**src/rtl/proc_pkg.sv**
```systemverilog
// Shared opcode constants and fetch FSM state encoding
// for the filter processor.
package proc_pkg;

  localparam logic [3:0] OP_NOT = 4'b0110;
  localparam logic [3:0] OP_CMP = 4'b1000;
  localparam logic [3:0] OP_MOV = 4'b1011;
  localparam logic [3:0] OP_LD  = 4'b1100;
  localparam logic [3:0] OP_ST  = 4'b1101;
  localparam logic [3:0] OP_BT  = 4'b1110;
  localparam logic [3:0] OP_NOP = 4'b1111;

  typedef enum logic [1:0] {
    RST_S  = 2'd0,
    REQ    = 2'd1,
    ISSUE  = 2'd2,
    BUBBLE = 2'd3
  } fetch_state_e;

endpackage

```
**src/rtl/next_pc_sel.sv**
```systemverilog
// Next-PC select: taken BT loads the instruction's low
// bits, any other accepted instruction steps PC+1 with wrap.
module next_pc_sel
  import proc_pkg::*;
#(
  parameter int PC_W    = 12,
  parameter int INSTR_W = 16
) (
  input  logic [PC_W-1:0]    pc,
  input  logic [INSTR_W-1:0] instr,
  input  logic               flag,
  input  logic               accept,
  output logic [PC_W-1:0]    next_pc
);

  logic is_bt;

  assign is_bt = (instr[INSTR_W-1 -: 4] == OP_BT);

  always_comb begin
    next_pc = pc;
    if (accept) begin
      if (is_bt && flag) next_pc = instr[PC_W-1:0];
      else               next_pc = pc + PC_W'(1);
    end
  end

endmodule

```
**src/rtl/instr_fetch_issue.sv**
```systemverilog
// Instruction fetch/issue with local BT resolution.
// Optional FETCH_PERF_CNT_EN adds issue/bubble counters.
module instr_fetch_issue
  import proc_pkg::*;
#(
  parameter int              PC_W     = 12,
  parameter int              INSTR_W  = 16,
  parameter logic [PC_W-1:0] RESET_PC = '0
) (
  input  logic               clk,
  input  logic               rst,
  input  logic               stall,
  output logic               imem_req,
  output logic [PC_W-1:0]    imem_addr,
  input  logic               imem_ack,
  input  logic [INSTR_W-1:0] imem_data,
  input  logic               flag_we,
  input  logic               flag_in,
  output logic               instr_valid,
  output logic [INSTR_W-1:0] instr_out,
  output logic [3:0]         opcode_out,
  output logic [PC_W-1:0]    pc_out
`ifdef FETCH_PERF_CNT_EN
  ,
  output logic [31:0]        perf_issued,
  output logic [31:0]        perf_bubbles
`endif
);

  fetch_state_e       state_q, state_d;
  logic [PC_W-1:0]    pc_q, pc_d;
  logic [INSTR_W-1:0] instr_q, instr_d;
  logic               flag_q;
  logic               pend_q, pend_d;
  logic               is_bt, is_cmp, accept;

  assign opcode_out = instr_q[INSTR_W-1 -: 4];
  assign is_bt      = (opcode_out == OP_BT);
  assign is_cmp     = (opcode_out == OP_CMP);
  assign instr_out  = instr_q;
  assign imem_addr  = pc_q;
  assign pc_out     = pc_q;
  assign accept     = instr_valid & ~stall;

  always_comb begin
    state_d     = state_q;
    instr_d     = instr_q;
    imem_req    = 1'b0;
    instr_valid = 1'b0;
    unique case (state_q)
      RST_S: state_d = REQ;
      REQ: begin
        imem_req = 1'b1;
        if (imem_ack) begin
          instr_d = imem_data;
          state_d = ISSUE;
        end
      end
      ISSUE: begin
        if (is_bt && pend_q) begin
          state_d = BUBBLE;
        end else begin
          instr_valid = 1'b1;
          if (!stall) state_d = REQ;
        end
      end
      BUBBLE: if (!pend_q) state_d = ISSUE;
      default: state_d = RST_S;
    endcase
  end

  // A compare accepted alongside flag_we is a new one.
  always_comb begin
    pend_d = pend_q;
    if (accept && is_cmp) pend_d = 1'b1;
    else if (flag_we)     pend_d = 1'b0;
  end

  next_pc_sel #(
    .PC_W    (PC_W),
    .INSTR_W (INSTR_W)
  ) u_next_pc (
    .pc      (pc_q),
    .instr   (instr_q),
    .flag    (flag_q),
    .accept  (accept),
    .next_pc (pc_d)
  );

  always_ff @(posedge clk) begin
    if (rst) begin
      state_q <= RST_S;
      pc_q    <= RESET_PC;
      instr_q <= '0;
      flag_q  <= 1'b0;
      pend_q  <= 1'b0;
    end else begin
      state_q <= state_d;
      pc_q    <= pc_d;
      instr_q <= instr_d;
      pend_q  <= pend_d;
      if (flag_we) flag_q <= flag_in;
    end
  end

`ifdef FETCH_PERF_CNT_EN
  logic [31:0] iss_q, bub_q;

  assign perf_issued  = iss_q;
  assign perf_bubbles = bub_q;

  always_ff @(posedge clk) begin
    if (rst) begin
      iss_q <= '0;
      bub_q <= '0;
    end else begin
      if (accept && iss_q != '1) iss_q <= iss_q + 32'd1;
      if (state_q == BUBBLE && bub_q != '1)
        bub_q <= bub_q + 32'd1;
    end
  end
`endif

endmodule
```
**config.mk**
```make
export PLATFORM = sky130hd
export DESIGN_NAME = instr_fetch_issue
export DESIGN_NICKNAME = d
export VERILOG_FILES = /design/src/rtl/proc_pkg.sv /design/src/rtl/next_pc_sel.sv /design/src/rtl/instr_fetch_issue.sv
export SDC_FILE = /design/constraint.sdc
export NUM_CORES = 1
export LEC_CHECK = 0
export CAP_MARGIN = 30
export CORE_ASPECT_RATIO = 0.9
export CORE_MARGIN = 5
export CORE_UTILIZATION = 46
export DETAILED_ROUTE_END_ITERATION = 6
export GPL_TIMING_DRIVEN = 0
export PLACE_DENSITY = 0.95
export SLEW_MARGIN = 0
export SYNTH_ARGS = -nofsm -noshare
export SYNTH_HDL_FRONTEND = slang
export SYNTH_SLANG_ARGS = --single-unit
```
**constraint.sdc**
```tcl
create_clock -name clk -period 3 [get_ports clk]
set_input_delay 0.6 -clock clk [delete_from_list [all_inputs] [get_ports clk]]
set_output_delay 0.6 -clock clk [all_outputs]
set_load 0.02 [all_outputs]
```
* Word level (Yosys, flattened, before mapping)
Cells that the tools add are included.
** Operators by class
- Add/sub/neg operators :: 1
- Multiply operators :: 0
- Divide/modulo/power cells :: 0
- Magnitude comparators :: 0
- Equal/unequal tests :: 8
- Shift operators :: 0
- Multiplexer cells :: 11
- Bitwise operators :: 2
- Reduce and logical (&&, ||, !) cells :: 7
** Operators with widths (count)
- 12-bit by 1-bit adder with 12-bit output, second input constant :: 1
- 12-bit two-way mux :: 1
- 4-bit equality test, second input constant :: 2
- 2-bit two-way mux :: 4
- 2-bit one-hot mux with 4 select lines :: 1
- 1-bit two-way mux :: 5
- 2-bit equality test, second input constant :: 2
- 2-bit != test, second input constant :: 2
- 1-bit logical AND :: 3
- 3-bit != test, second input constant :: 1
- 3-bit AND reduction :: 1
- 2-bit by 1-bit equality test with 1-bit output, second input constant :: 1
- 2-bit logical NOT :: 1
- 2-bit AND reduction :: 1
- 2-bit nonzero test :: 1
- 1-bit AND :: 1
- 1-bit inverter :: 1
** Word-level totals
- Register bits :: 32
- Bits in latches :: 0
- Bits in writable memories :: 0
- Bits in read-only memories :: 0
- Bits of input ports :: 22
- Output and inout bits :: 46
- Word-level logic and storage cells :: 34
- Memories :: 0

* Depth between registers and ports, before layout
- Depth after elaboration :: 7
- Depth in mapped cells :: 6

* Hierarchy
From an unflattened synthesis, not the netlist that was laid out.
** Unflattened totals
- Cell total of the unflattened synthesis :: 211
- Area, all modules :: 1699.1 um^2
** By module, submodules not included
- instr_fetch_issue :: instances 1, cells an instance 137, area an instance 1258.7 um^2
- next_pc_sel :: instances 1, cells an instance 74, area an instance 440.4 um^2

* Worst setup path after synthesis
No wires, ideal clock.
- Kind :: reg-to-output
- Start point :: register instr_q[12], in the netlist instr_out[12]
- End point :: output instr_valid
- Arrival :: 1.391 ns
- Required time :: 2.400 ns
- Setup slack :: 1.009 ns
- Stages on the path, launching flop included :: 5
- Buffers on the path :: 2
- Cell sequence :: dfxtp_1 > and4b_1 > buf_6 > buf_2 > a21oi_1
** Between the ends
- Word-level cells in the longest chain between the ends :: 4
** Ends and longest elaborated chain
- start, declared :: line instr_fetch_issue.sv:32 : logic [INSTR_W-1:0] instr_q, instr_d;
- start signal, assigned :: line instr_fetch_issue.sv:100 : instr_q <= instr_d;
- 4-bit equality test :: line instr_fetch_issue.sv:38 : assign is_bt = (opcode_out == OP_BT);
- 1-bit logical AND :: line instr_fetch_issue.sv:60 : if (is_bt && pend_q) begin
- 1-bit two-way mux :: line instr_fetch_issue.sv:60
- 1-bit two-way mux :: line instr_fetch_issue.sv:50 : unique case (state_q)
- end, declared :: line instr_fetch_issue.sv:19 : output logic instr_valid,
No other way between the ends.

* Worst setup path after layout
Same ends and word-level chain as after synthesis.

==> metrics.cfg <==
[worst_setup_path]
worstPathArrival_ps = 2040
cp_max_fo = 10
worstSetupEndpointType = output port
critPathRequiredTime_ps = 2400
cp-start-kind = flop
regToRegSetupSlack_ps = 1250
crit_type = reg -> out

[timing]
fin_setup_tns_ps = 0
timing.hold.ws_ps = 476
hold_viol = 0
rsz0062_at_grt = no
fin_crit_ps = 2640
period_share_pct = 87.9
fmax_mhz = 379
tightest_slew_ps = 523
drv_slew = 0
slew_headroom_pct = 65.1
setup_viol = 0
skew_ps = 6.30

[synth]
synth_seq_cells = 32
ys_seq_area_share_pct = 39.2
synthCells = 205
netlist-cell-type-count = 33
syn-num-nets = 228
synth_warnings = 0
netlist_area_um2 = 1630
avgSynthCellArea_um2 = 7.96

[flow_run]
maxCapViolCount = 0

[die]
die_h_um = 66.5
rows = 20
die-area_um2 = 4840
core_um2 = 3400
die_w_um = 72.8
ios = 68
initial_core_util_pct = 48.0

[routing]
antenna_left = 0
vias = 1718
totalWireLength_mm = 4.61
drtIter0Drc = 188
wl_per_cell_um = 14.3
route.detailed.drc = 0
viasPerCell = 5.32
dr.pass1.iters = 4

[finish]
drive_above_1_share_pct = 11.1
final_cell_mix = 66 x clkdlybuf4s50_1, 39 x nand2_1, 32 x dfxtp_1
fin_nets = 301
layout-area-overhead-vs-synth_pct = 49.5
final_common_cell = clkdlybuf4s50_1
diodes = 0

[cts]
cts_buffers = 5
cts_num_sinks = 32
postCtsSetupBuffers = 0
cts_resized = 0
clkTransAtPathRegs_ps = 60
cts_tree = yes
cts_htree_levels = 2
clock_latency_ps = 290
root_buffer = clkbuf_8
ctsLongestPathBuffers = 2
ctsHoldBuffers = 0

[global_route]
grt_pass1_vias = 1719
grt_usage_pct = 20.6
antenna_found_initial = 0
grt_pass1_wl_mm = 7.76
grt.overflow.total = 0
grt_max_degree = 11

[placed_design]
hpwl_mm = 3.47
gp_congestion = 0.880
numPortBuffers = 66

[power]
p_per_area_nw_per_um2 = 383
ir_drop_uv = 313
power_leakage_nw = 0.836

[hold_path]
min_path_type = reg -> reg

[run_status]
outcome = completed

## cell families (layout without fill, tap and decap cells)
group	after synthesis	after routing	synth area share (%)
AO/OA/AOI/OAI	59	59	23.9
adder cells (fa/ha/maj)	1	1	0.766
buffers and inverters	37	111	13.0
flip-flops	32	32	39.2
multiplexers	2	2	1.30
AND/OR/NAND/NOR	74	74	21.8
## cell type report
cell class | count | area [µm²]
fillers | 284 | 962
multi-input cells | 136 | 781
inverters | 9 | 33.8
clock buffers | 6 | 82.6
flip-flops and latches | 32 | 641
plain buffers | 28 | 178
clock inverters | 2 | 10.0
well taps | 44 | 55.1
repair buffers | 66 | 661
## final timing paths
| check | from | end | cells after the start |
|---|---|---|---|
| setup / recovery | instr_out[12] | instr_valid | 5 |
| hold / removal | instr_out[6] | instr_out[6] | 2 |
| setup reg to reg | instr_out[15] | imem_addr[4] | 6 |
| hold reg to reg | instr_out[6] | instr_out[6] | 2 |
## cells in the mapped netlist
master     count  area [µm²]
a211o_1        1        8.76
a211oi_1       2        15.0
a211oi_2       1        12.5
a21oi_1       31         155
a221oi_1       1        8.76
a2bb2oi_1      1        8.76
a311oi_1       1        8.76
a31oi_1        1        6.26
and2_0         1        6.26
and2_1         2        12.5
and4_1         3        26.3
and4b_1        1        10.0
buf_2          4        20.0
buf_4         16         120
buf_6          1        11.3
clkbuf_1       7        26.3
dfxtp_1       32         641
ha_1           1        12.5
inv_1          9        33.8
mux2_2         1        11.3
mux2i_1        1        10.0
nand2_1       39         146
nand2b_1       6        37.5
nand3_1       12        60.1
nand4_1        3        18.8
nor2_1         3        11.3
nor2b_1        2        12.5
nor4b_1        1        8.76
o21a_1         1        7.51
o21ai_0        2        10.0
o31a_1         7        61.3
o32ai_1       10        87.6
or3_1          1        6.26
## power breakdown
part | leakage (nW) | internal, W | total (W) | switching, W
Sequential | 0.260 | 0.000439 | 0.000454 | 0.0000141
Combinational | 0.525 | 0.0000724 | 0.000139 | 0.0000670
Clock | 0.0510 | 0.000183 | 0.000341 | 0.000159
Total | 0.836 | 0.000694 | 0.000934 | 0.000240
## layer usage
layer / GRT usage (%) / up-vias / wire length [µm]
met5: 0 / - / 0
met4: 9.22 / 0 / 126
met3: 6.49 / 13 / 362
met2: 34.7 / 64 / 2290
met1: 23.7 / 782 / 1840
li1: - / 859 / -
## sequential cells by signal (all words and copies together) (netlist names)
register,flops
flag_q,1
imem_addr,12
instr_out,16
pend_q,1
state_q,2
## per-stage QoR
stage	std cells	utilization, %	worst slack [ps]	power (W)	instance area, µm²
global route	323	71.7	275	0.000970	2440
floorplan	205	-	1010	0.000528	1630
finish	323	71.7	362	0.000934	2440
detailed placement	315	69.0	671	0.000602	2350
CTS	323	71.7	351	0.000941	2440
global placement	315	69.0	685	0.000599	2350
## worst max-delay path, stage by stage, from the launching register on
cell and delay (ps):
dfxtp_1 400, and4b_1 230, buf_6 130, buf_2 170
a21oi_1 190, clkdlybuf4s50_1 630
(Power assumes the default switching activity.)
